[src/rtl/ebus_pkg.sv]
// Shared types and default timing for the external Z80 bus master arbiter.
//   ebus_state_e : arbiter FSM states
//   req_idx_t    : requester index (port 0 = SPI master, port 1 = DMA engine)
//   ebus_req_t   : per-access payload latched on entry to SETUP
package ebus_pkg;

  localparam int unsigned N_REQ  = 2;
  localparam int unsigned ADDR_W = 16;
  localparam int unsigned DATA_W = 8;

  localparam int unsigned T_SETUP_DEF     = 2;
  localparam int unsigned T_STROBE_DEF    = 6;
  localparam int unsigned T_HOLD_DEF      = 2;
  localparam int unsigned T_LINGER_DEF    = 16;
  localparam int unsigned ACK_TIMEOUT_DEF = 1024;

  typedef enum logic [2:0] {
    ST_IDLE,
    ST_REQ_BUS,
    ST_SETUP,
    ST_STROBE,
    ST_HOLD,
    ST_LINGER,
    ST_FAIL,
    ST_RELEASE
  } ebus_state_e;

  typedef logic req_idx_t;

  typedef struct packed {
    logic [ADDR_W-1:0] addr;
    logic [DATA_W-1:0] wrdata;
    logic              wr;
    logic              io;
  } ebus_req_t;

  function automatic int unsigned max_u(input int unsigned a, input int unsigned b);
    return (a > b) ? a : b;
  endfunction

endpackage

[src/rtl/ebus_rr_sel.sv]
// Two-input round-robin selector with post-ack masking.
//   req    : raw level requests
//   ack    : registered ack pulses; the acked port is masked during the ack
//            cycle and the cycle after, so a stale level req is not re-taken
//   take   : selection is consumed this cycle (updates last_grant)
//   pend_c : masked requests, any_c : any pending, sel_c : winner
module ebus_rr_sel
  import ebus_pkg::*;
(
  input  logic             clk,
  input  logic             reset,
  input  logic [N_REQ-1:0] req,
  input  logic [N_REQ-1:0] ack,
  input  logic             take,
  output logic [N_REQ-1:0] pend_c,
  output logic             any_c,
  output req_idx_t         sel_c
);

  req_idx_t         last_grant_q;
  logic [N_REQ-1:0] mask_q;

  assign pend_c = req & ~(ack | mask_q);
  assign any_c  = |pend_c;

  // Both pending: alternate away from the last winner.
  always_comb begin
    sel_c = req_idx_t'(0);
    if (pend_c == 2'b11) begin
      sel_c = ~last_grant_q;
    end else if (pend_c[1]) begin
      sel_c = req_idx_t'(1);
    end
  end

  always_ff @(posedge clk or posedge reset) begin
    if (reset) begin
      last_grant_q <= req_idx_t'(1);
      mask_q       <= '0;
    end else begin
      mask_q <= ack;
      if (take && any_c) begin
        last_grant_q <= sel_c;
      end
    end
  end

endmodule

[src/rtl/ebus_master_arb.sv]
// External Z80 bus master: arbitrates two requesters, acquires the bus via
// BUSREQ/BUSACK, runs timed memory/IO cycles, lingers before release.
//   rN_*        : requester ports (level req held until one-cycle ack; err
//                 qualifies ack when the access was not performed)
//   bus_busreq  : request the bus; bus_busack_n is asynchronous
//   bus_en      : drive address/control; bus_wrdata_en drives data
//   bus_*_n     : active-low strobes
//   busy        : arbiter not idle
module ebus_master_arb
  import ebus_pkg::*;
#(
  parameter int unsigned T_SETUP     = T_SETUP_DEF,
  parameter int unsigned T_STROBE    = T_STROBE_DEF,
  parameter int unsigned T_HOLD      = T_HOLD_DEF,
  parameter int unsigned T_LINGER    = T_LINGER_DEF,
  parameter int unsigned ACK_TIMEOUT = ACK_TIMEOUT_DEF
)(
  input  logic              clk,
  input  logic              reset,
  input  logic              r0_req,
  input  logic [ADDR_W-1:0] r0_addr,
  input  logic [DATA_W-1:0] r0_wrdata,
  input  logic              r0_wr,
  input  logic              r0_io,
  output logic              r0_ack,
  output logic              r0_err,
  output logic [DATA_W-1:0] r0_rddata,
  input  logic              r1_req,
  input  logic [ADDR_W-1:0] r1_addr,
  input  logic [DATA_W-1:0] r1_wrdata,
  input  logic              r1_wr,
  input  logic              r1_io,
  output logic              r1_ack,
  output logic              r1_err,
  output logic [DATA_W-1:0] r1_rddata,
  output logic              bus_busreq,
  input  logic              bus_busack_n,
  output logic              bus_en,
  output logic [ADDR_W-1:0] bus_a,
  output logic              bus_rd_n,
  output logic              bus_wr_n,
  output logic              bus_mreq_n,
  output logic              bus_iorq_n,
  output logic [DATA_W-1:0] bus_wrdata,
  output logic              bus_wrdata_en,
  input  logic [DATA_W-1:0] bus_rddata,
  output logic              busy
);

  localparam int unsigned T_MAX = max_u(max_u(max_u(T_SETUP, T_STROBE),
                                              max_u(T_HOLD, T_LINGER)), ACK_TIMEOUT);
  localparam int unsigned CNT_W = $clog2(T_MAX) + 1;

  typedef logic [CNT_W-1:0] cnt_t;

  localparam cnt_t SETUP_LAST  = CNT_W'(T_SETUP - 1);
  localparam cnt_t STROBE_LAST = CNT_W'(T_STROBE - 1);
  localparam cnt_t HOLD_LAST   = CNT_W'(T_HOLD - 1);
  localparam cnt_t LINGER_LAST = CNT_W'(T_LINGER - 1);
  localparam cnt_t ACK_LAST    = CNT_W'(ACK_TIMEOUT - 1);

  ebus_state_e      state_q, state_d;
  cnt_t             cnt_q, cnt_d, cnt_inc;
  ebus_req_t        cur_q, cur_d;
  req_idx_t         sel_q, sel_d;
  ebus_req_t        req_fld [N_REQ];
  logic [N_REQ-1:0] req_vec;
  logic [N_REQ-1:0] pend_c;
  logic             any_c;
  req_idx_t         sel_c;
  logic             take;
  logic             abort;
  logic             viol;
  logic             cap_rd;
  logic             busack_s1, busack_sync;
  logic [DATA_W-1:0] rd_hold_q;
  logic [DATA_W-1:0] rddata_q [N_REQ];
  logic [N_REQ-1:0] ack_q, ack_d, err_q, err_d;
  logic             en_d, breq_d, acc_d, rd_n_d, wr_n_d, mreq_n_d, iorq_n_d, wden_d;

  assign req_vec    = {r1_req, r0_req};
  assign req_fld[0] = '{addr: r0_addr, wrdata: r0_wrdata, wr: r0_wr, io: r0_io};
  assign req_fld[1] = '{addr: r1_addr, wrdata: r1_wrdata, wr: r1_wr, io: r1_io};
  assign cnt_inc    = (cnt_q == '1) ? cnt_q : cnt_q + CNT_W'(1);

  ebus_rr_sel u_sel (
    .clk    (clk),
    .reset  (reset),
    .req    (req_vec),
    .ack    (ack_q),
    .take   (take),
    .pend_c (pend_c),
    .any_c  (any_c),
    .sel_c  (sel_c)
  );

  // BUSACK synchroniser; idle level is high (not acknowledged).
  always_ff @(posedge clk or posedge reset) begin
    if (reset) begin
      busack_s1   <= 1'b1;
      busack_sync <= 1'b1;
    end else begin
      busack_s1   <= bus_busack_n;
      busack_sync <= busack_s1;
    end
  end

  // Next state, latched access and next values of all registered outputs.
  always_comb begin
    state_d = state_q;
    cnt_d   = cnt_q;
    cur_d   = cur_q;
    sel_d   = sel_q;
    take    = 1'b0;
    abort   = 1'b0;
    ack_d   = '0;
    err_d   = '0;
    viol    = busack_sync &&
              (state_q inside {ST_SETUP, ST_STROBE, ST_HOLD, ST_LINGER});
    cap_rd  = (state_q == ST_STROBE) && (cnt_q == STROBE_LAST) && !cur_q.wr && !viol;

    unique case (state_q)
      ST_IDLE: begin
        if (any_c) begin
          state_d = ST_REQ_BUS;
          cnt_d   = '0;
        end
      end
      ST_REQ_BUS: begin
        if (!busack_sync) begin
          cnt_d = '0;
          if (any_c) begin
            state_d = ST_SETUP;
            take    = 1'b1;
          end else begin
            state_d = ST_LINGER;
          end
        end else if (cnt_q == ACK_LAST) begin
          state_d = ST_FAIL;
          ack_d   = pend_c;
          err_d   = pend_c;
        end else begin
          cnt_d = cnt_inc;
        end
      end
      ST_SETUP: begin
        if (viol) begin
          state_d = ST_RELEASE;
          abort   = 1'b1;
        end else if (cnt_q == SETUP_LAST) begin
          state_d = ST_STROBE;
          cnt_d   = '0;
        end else begin
          cnt_d = cnt_inc;
        end
      end
      ST_STROBE: begin
        if (viol) begin
          state_d = ST_RELEASE;
          abort   = 1'b1;
        end else if (cnt_q == STROBE_LAST) begin
          state_d = ST_HOLD;
          cnt_d   = '0;
        end else begin
          cnt_d = cnt_inc;
        end
      end
      ST_HOLD: begin
        if (viol) begin
          // On the final HOLD cycle the normal ack is already out.
          state_d = ST_RELEASE;
          abort   = (cnt_q != HOLD_LAST);
        end else if (cnt_q == HOLD_LAST) begin
          cnt_d = '0;
          if (any_c) begin
            state_d = ST_SETUP;
            take    = 1'b1;
          end else begin
            state_d = ST_LINGER;
          end
        end else begin
          cnt_d = cnt_inc;
        end
      end
      ST_LINGER: begin
        if (viol) begin
          state_d = ST_RELEASE;
        end else if (any_c) begin
          state_d = ST_SETUP;
          cnt_d   = '0;
          take    = 1'b1;
        end else if (cnt_q == LINGER_LAST) begin
          state_d = ST_RELEASE;
        end else begin
          cnt_d = cnt_inc;
        end
      end
      ST_FAIL: begin
        state_d = ST_RELEASE;
      end
      ST_RELEASE: begin
        if (busack_sync) begin
          state_d = ST_IDLE;
        end
      end
      default: begin
        state_d = ST_IDLE;
      end
    endcase

    if (take) begin
      sel_d = sel_c;
      cur_d = req_fld[sel_c];
    end
    if (abort) begin
      ack_d[sel_q] = 1'b1;
      err_d[sel_q] = 1'b1;
    end
    if ((state_d == ST_HOLD) && (cnt_d == HOLD_LAST)) begin
      ack_d[sel_q] = 1'b1;
    end

    en_d     = state_d inside {ST_SETUP, ST_STROBE, ST_HOLD, ST_LINGER};
    breq_d   = en_d || (state_d == ST_REQ_BUS);
    acc_d    = (state_d inside {ST_SETUP, ST_STROBE}) ||
               ((state_d == ST_HOLD) && (cnt_d != HOLD_LAST));
    mreq_n_d = !(acc_d && !cur_d.io);
    iorq_n_d = !(acc_d && cur_d.io);
    rd_n_d   = !((state_d == ST_STROBE) && !cur_d.wr);
    wr_n_d   = !((state_d == ST_STROBE) && cur_d.wr);
    wden_d   = cur_d.wr && (state_d inside {ST_SETUP, ST_STROBE, ST_HOLD});
  end

  // State, access latch and output registers.
  always_ff @(posedge clk or posedge reset) begin
    if (reset) begin
      state_q       <= ST_IDLE;
      cnt_q         <= '0;
      cur_q         <= '0;
      sel_q         <= req_idx_t'(0);
      rd_hold_q     <= '0;
      rddata_q[0]   <= '0;
      rddata_q[1]   <= '0;
      ack_q         <= '0;
      err_q         <= '0;
      bus_en        <= 1'b0;
      bus_busreq    <= 1'b0;
      bus_rd_n      <= 1'b1;
      bus_wr_n      <= 1'b1;
      bus_mreq_n    <= 1'b1;
      bus_iorq_n    <= 1'b1;
      bus_wrdata_en <= 1'b0;
      busy          <= 1'b0;
    end else begin
      state_q       <= state_d;
      cnt_q         <= cnt_d;
      cur_q         <= cur_d;
      sel_q         <= sel_d;
      ack_q         <= ack_d;
      err_q         <= err_d;
      bus_en        <= en_d;
      bus_busreq    <= breq_d;
      bus_rd_n      <= rd_n_d;
      bus_wr_n      <= wr_n_d;
      bus_mreq_n    <= mreq_n_d;
      bus_iorq_n    <= iorq_n_d;
      bus_wrdata_en <= wden_d;
      busy          <= (state_d != ST_IDLE);
      if (cap_rd) begin
        rd_hold_q <= bus_rddata;
      end
      for (int i = 0; i < N_REQ; i++) begin
        if (ack_d[i] && !err_d[i] && !cur_q.wr) begin
          rddata_q[i] <= rd_hold_q;
        end
      end
    end
  end

  assign bus_a      = cur_q.addr;
  assign bus_wrdata = cur_q.wrdata;
  assign r0_ack     = ack_q[0];
  assign r1_ack     = ack_q[1];
  assign r0_err     = err_q[0];
  assign r1_err     = err_q[1];
  assign r0_rddata  = rddata_q[0];
  assign r1_rddata  = rddata_q[1];

endmodule

[config.mk]
export PLATFORM = sky130hd
export DESIGN_NAME = ebus_master_arb
export DESIGN_NICKNAME = d
export VERILOG_FILES = /design/src/rtl/ebus_pkg.sv /design/src/rtl/ebus_rr_sel.sv /design/src/rtl/ebus_master_arb.sv
export SDC_FILE = /design/constraint.sdc
export NUM_CORES = 1
export LEC_CHECK = 0
export BUFFER_PORTS_ARGS = -buffer_cell sky130_fd_sc_hd__clkbuf_2
export CORE_MARGIN = 3
export CORE_UTILIZATION = 23
export DETAILED_ROUTE_END_ITERATION = 7
export PLACE_DENSITY_LB_ADDON = 0.1
export SLEW_MARGIN = 20
export SYNTH_ARGS = -nofsm -noshare
export SYNTH_HDL_FRONTEND = slang
export SYNTH_SLANG_ARGS = --single-unit
[constraint.sdc]
create_clock -name clk -period 8.1 [get_ports clk]
set_input_delay 1.215 -clock clk [delete_from_list [all_inputs] [get_ports clk]]
set_output_delay 1.215 -clock clk [all_outputs]
set_load 0.03 [all_outputs]
-- After elaboration in Yosys (flattened, before gate mapping)
Index checks and enable logic that the tools add are counted.
- register bits: 82
- input port bits: 65
- output and inout port bits: 52
- logic and storage cells: 143
- $add $sub $neg: 1
- magnitude comparators: 3
- eq/ne operators: 21
- muxes and demuxes: 49
- bitwise operators: 7
- reductions and logical operators: 38
- operators with widths (operator ; count):
    2-to-1 mux 11 bit ; 11
    2-to-1 mux 26 bit ; 3
    case mux 11 bit (5 select lines) ; 1
    2-to-1 mux 3 bit ; 14
    case mux 3 bit (8 select lines) ; 1
    equality test 11 x 1 -> 1 bit (second input constant) ; 2
    inequality test 11 x 1 -> 1 bit (second input constant) ; 2
    equality test 3 bit (second input constant) ; 6
    logical AND 1 bit ; 17
    equality test 3 x 2 -> 1 bit (second input constant) ; 4
    2-to-1 mux 2 bit ; 6
    adder 11 x 1 -> 11 bit (second input constant) ; 1
    equality test 11 x 10 -> 1 bit (second input constant) ; 1
    equality test 11 bit (second input constant) ; 1
    equality test 11 x 3 -> 1 bit (second input constant) ; 1
    equality test 11 x 4 -> 1 bit (second input constant) ; 1
    logical NOT 1 bit ; 10
    2-to-1 mux 1 bit ; 10
    nonzero test 4 bit ; 2
    equality test 3 x 1 -> 1 bit (second input constant) ; 2
    OR 2 bit ; 3
    nonzero test 3 bit ; 2
    OR reduction 2 bit ; 3
    logical NOT 3 bit ; 1
    13 further kinds ; 14

-- Depth between registers and ports, before layout
- depth after elaboration: 13
- depth in mapped cells: 14
- gate-level depth less buffers: 11

-- By module
From an unflattened synthesis, not the netlist that was laid out.
- cells, all modules: 521
- area total of the unflattened synthesis: 5048.6 um2
- modules (own cells, without submodules) (module ; times used ; cells each ; area an instance (um2) ; seq. area each (um2)):
    ebus_master_arb ; 1 ; 510 ; 4893.4 ; 1984.4
    ebus_rr_sel ; 1 ; 11 ; 155.1 ; 76.3

-- Least setup slack after synthesis
OpenSTA, ideal clock, no wires.
- path kind: input to register
- from: input port r1_req
- to: register rddata_q, in the netlist r0_rddata[0]
- setup time: 0.125 ns
- arrival: 4.306 ns
- data required time: 7.975 ns
- slack: 3.668 ns
- stages on the path: 9
- path buffers: 2
- cell sequence: or3b_1 and4_1 clkbuf_1 o32a_1 or4b_1 or4_4 or4b_1 buf_6 mux2_4
- word-level cells in the longest chain between the ends: 11
- elaborated cells between the ends (all ways): 20
- classes of those cells: eq/ne (2); mux (13); bitwise (1); reduce/logical (4)
- RTL lines (item ; line ; source):
    start: declaration ; ebus_master_arb.sv:28 ; input logic r1_req,
    AND 2 bit * ; ebus_rr_sel.sv:23 ; assign pend_c = req & ~(ack | mask_q);
    OR reduction 2 bit * ; ebus_rr_sel.sv:24 ; assign any_c = |pend_c;
    2-to-1 mux 3 bit ; ebus_master_arb.sv:132, ebus_master_arb.sv:175 ;
    2-to-1 mux 3 bit ; ebus_master_arb.sv:173 ; end else if (cnt_q == HOLD_LAST) begin
    2-to-1 mux 3 bit ; ebus_master_arb.sv:169 ; if (viol) begin
    case mux 3 bit (8 select lines) ; ebus_master_arb.sv:122 ; unique case (state_q)
    equality test 3 bit ; ebus_master_arb.sv:219 ; if ((state_d == ST_HOLD) && (cnt_d == HOLD_LAST)) begin
    logical AND 1 bit * ; ebus_master_arb.sv:219 ;
    2-to-1 mux 2 bit * ; ebus_master_arb.sv:219 ;
    logical AND 1 bit * (2 in a row) ; ebus_master_arb.sv:273 ; if (ack_d[i] && !err_d[i] && !cur_q.wr) begin
    end signal: indexed assignment ; ebus_master_arb.sv:274 ; rddata_q[i] <= rd_hold_q;
    end: declaration ; ebus_master_arb.sv:77 ; logic [DATA_W-1:0] rddata_q [N_REQ];
Every way passes the cells marked *; elsewhere a longest branch is shown, timed or not.
A chain may end at the register's enable or synchronous reset.

-- Worst setup path in the final report
- from: register state_q[1]
- to: register rddata_q, in the netlist r0_rddata[0]
- word-level cells in the longest chain between the ends: 10
- elaborated cells between the ends (all ways): 44
- classes of those cells: eq/ne (9); mux (24); bitwise (2); reduce/logical (9)
- RTL lines (item ; line ; source):
    start: declaration ; ebus_master_arb.sv:62 ; ebus_state_e state_q, state_d;
    start signal: assignment ; ebus_master_arb.sv:255 ; state_q <= state_d;
    equality test 3 x 2 -> 1 bit / equality test 3 bit (equally long branches) ; ebus_master_arb.sv:119, ebus_master_arb.sv:122 ;
    nonzero test 4 bit ; ebus_master_arb.sv:119 ; (state_q inside {ST_SETUP, ST_STROBE, ST_HOLD, ST_LINGER});
    logical AND 1 bit ; ebus_master_arb.sv:118 ; viol = busack_sync &&
    2-to-1 mux 11 bit (on tied branches) ; ebus_master_arb.sv:186, ebus_master_arb.sv:158, ebus_master_arb.sv:169 ;
    case mux 11 bit (5 select lines) * ; ebus_master_arb.sv:122 ;
    via cnt_d[1] ; ebus_master_arb.sv:63 ; cnt_t cnt_q, cnt_d, cnt_inc;
    equality test 11 x 1 -> 1 bit * ; ebus_master_arb.sv:219 ;
    logical AND 1 bit * ; ebus_master_arb.sv:219 ;
    2-to-1 mux 2 bit * ; ebus_master_arb.sv:219 ;
    logical AND 1 bit * (2 in a row) ; ebus_master_arb.sv:273 ;
Mark *: on every way through the listed nets, which the timed path passes. The rest lies on a longest branch.

==> out/metrics.yaml <==
die:
  chipWidth_um: 154
  design.die.area_um2: 23600
  rows: 53
  coreArea_um2: 21200
  io_pins: 117
  start_util_pct: 23.6
  die_h_um: 154
hold_path:
  min_path_type: "reg -> reg"
cells_and_area:
  area.growth.synth_to_final_pct: 20.1
  nets: 663
  layout_commonest_cell: "clkbuf_2"
  design_area_um2: 6020
  final_util_pct: 28.4
  drive_gt1_share_pct: 32.3
  layout_common_cells: "clkbuf_2, dfrtp_1, a21oi_1, nor2_1, mux2i_1"
  diodes: 0
  multiInputGateArea_um2: 2610
  register_area_um2: 2060
  n_fill_cell: 2264
  final_cells: 872
yosys:
  netlist.area_leader.share_pct: 37.4
  yosys.area.top_type: "dfrtp_1"
  synthFlopType: "dfrtp_1"
  syn-num-nets: 583
  syn-cell-area_um2: 5010
  ys_seq_area_share_pct: 41.1
  netlist_instances: 513
  syn_area_per_cell_um2: 9.77
  synth_cell_types: 71
  yosysWarnings: 0
  synth_seq_cells: 82
  synthTopCellsByArea: "dfrtp_1, mux2i_1, a21oi_1, mux2_2, dfstp_2"
  synth_edf_count: 0
  synth-async-reset-ratio_pct: 100
sta:
  finalCritPeriodShare_pct: 60.0
  tns_ns: 0
  max_freq_mhz: 206
  skew_ns: 0.0101
  period_minus_slack_ns: 4.86
  slew_violations: 0
  final_hold_viol_count: 0
  rsz0062_at_grt: "false"
  whs_ns: 0.360
  relSlewSlack_pct: 33.9
  tightest_slew_ns: 0.992
  setup_viol: 0
route:
  routed_via_density: 5.06
  avgRoutedWirePerCell_um: 18.3
  postRouteWirelength_um: 16000
  drt_pass1_iterations: 5
  drc: 0
  num_vias: 4410
  drtAntennaViolNets: 0
  drtIter0Drc: 345
global_route:
  track_usage_pct: 13.6
  grt_remaining_overflow: 0
  grt_first_pass_wirelength_um: 25600
  grt_pass1_vias: 4539
  use_met1_pct: 17.9
  busiest_layer: "met2"
  grt_use_met2_pct: 21.6
  grtUsageMet3_pct: 3.74
  grt_max_degree: 82
  antenna_found_initial: 0
clock_network:
  clk_pin_slew_ns: 0.06
  cts_tree: "built"
  cts_hold_buf: 0
  clkLatencyLatePin_ns: 0.34
  post_cts_buffers: 0
  htreeDepth: 3
  ctsResizeCount: 0
  ctsLongestPathBuffers: 2
  cts-root-buf: "clkbuf_16"
  cts_num_sinks: 82
  cts_buffers: 9
critical_path:
  crit_path_end_kind: "flop"
  required_ns: 8.32
  worstPathMaxFanout: 24
  crit_arrival_ns: 5.08
  cp-start-kind: "flop"
  crit_type: "reg -> reg"
placed_design:
  port_buffers: 116
  placed_cell_area_um2: 5700
  dp.cells: 857
  dp_hpwl_um: 11700
  globalplace.congestion: 0.940
run_status:
  outcome: "finished, final reports clean"
pwr:
  peakVddDrop_v: 0.000128
  p_leak_uw: 0.00265
  powerDensity_nw_per_um2: 392
job:
  max_cap_violations: 0
[cell families after synthesis]
group,after synthesis,synth area share (%)
AOI/OAI and AO/OA,130,17.3
xor gates and xnor gates,6,1.05
adders and majority gates,5,1.25
buffers and inverters,67,7.41
DFF,82,41.1
muxes,54,12.1
and+or+nand+nor,169,19.8
[power by group]
group,leakage [µW],switching [µW],total [µW],internal (µW)
combinational,0.00150,781,1210,427
sequential,0.00100,150,712,562
clock,0.000148,173,443,269
total,0.00265,1100,2360,1260
[flip-flops by register name (all words and copies together), names as in the netlist]
signal / count
r1_rddata: 8
bus_mreq_n: 1
bus_rd_n: 1
bus_wrdata: 8
bus_a: 16
err_q: 2
state_q: 3
bus_wr_n: 1
bus_en: 1
bus_iorq_n: 1
rd_hold_q: 8
busy: 1
cur_q: 2
r0_rddata: 8
busack_s1: 1
ack_q: 2
u_sel.mask_q: 2
cnt_q: 11
bus_wrdata_en: 1
busack_sync: 1
bus_busreq: 1
sel_q: 1
u_sel.last_grant_q: 1
[area by class of cell]
cell class / count / area share (%)
Multi-Input combinational cell: 364 / 43.3
Sequential cell: 82 / 34.2
Timing Repair Buffer: 125 / 10.8
Tap cell: 275 / 5.71
Clock buffer: 9 / 3.74
Clock inverter: 6 / 1.54
Inverter: 11 / 0.706
[worst max-delay path, stage by stage, from the launching register on]
cell and delay (ns):
dfrtp_1 0.82, inv_1 0.26, ha_1 0.41, nand2b_1 0.41, o21ai_0 0.41, nand3_1 0.18
a31oi_1 0.09, o31a_1 0.33, or4bb_1 0.61, or4b_1 0.79, mux2_4 0.40
[layer usage]
| metal | wire length [µm] | vias up |
|---|---|---|
| li1 | - | 2052 |
| met1 | 7150 | 2152 |
| met2 | 7480 | 181 |
| met3 | 1010 | 25 |
| met4 | 346 | 0 |
| met5 | 0 | - |
[Yosys cell counts, types with 3 or more instances]
cell / number
dfrtp_1: 75
a21oi_1: 48
nor2_1: 45
mux2i_1: 27
buf_4: 24
nor3_1: 21
clkbuf_1: 20
mux2_2: 19
nand2_1: 18
nand3_1: 16
o21ai_0: 14
inv_1: 10
a31oi_1: 9
mux2_4: 8
nor4_1: 8
dfstp_2: 7
nand2b_1: 6
nand4_1: 6
xnor2_1: 6
a211o_1: 5
a211oi_1: 5
a21o_1: 5
buf_2: 5
ha_1: 5
nor3b_1: 5
and3_1: 4
nand3b_1: 4
nor4_4: 4
or3_1: 4
or4_1: 4
a32oi_1: 3
and4_1: 3
buf_1: 3
buf_6: 3
o21bai_1: 3
o22ai_1: 3
o311ai_0: 3
o31a_1: 3
o32a_1: 3
or3b_2: 3
or4b_1: 3
[worst paths after layout]
path | start | to | slack, ns | cells past startpoint
min reg2reg | busack_s1 | busack_sync | 0.36 | 0
max in group asynchronous | reset | state_q[1] | 6.50 | 3
max reg2reg | state_q[1] | r0_rddata[0] | 3.24 | 10
min | busack_s1 | busack_sync | 0.36 | 0
max | state_q[1] | r0_rddata[0] | 3.24 | 10
min in group asynchronous | reset | bus_a[6] | 0.69 | 2
[through the flow]
step / setup slack (ns) / power [µW]
after floorplan: 3.67 / 1640
after global placement: 3.18 / 1960
after detailed placement: 3.15 / 1930
after CTS: 3.21 / 2390
after global routing: 2.73 / 2540
final: 3.24 / 2360
Note: power is estimated with default switching activity, not from simulation.
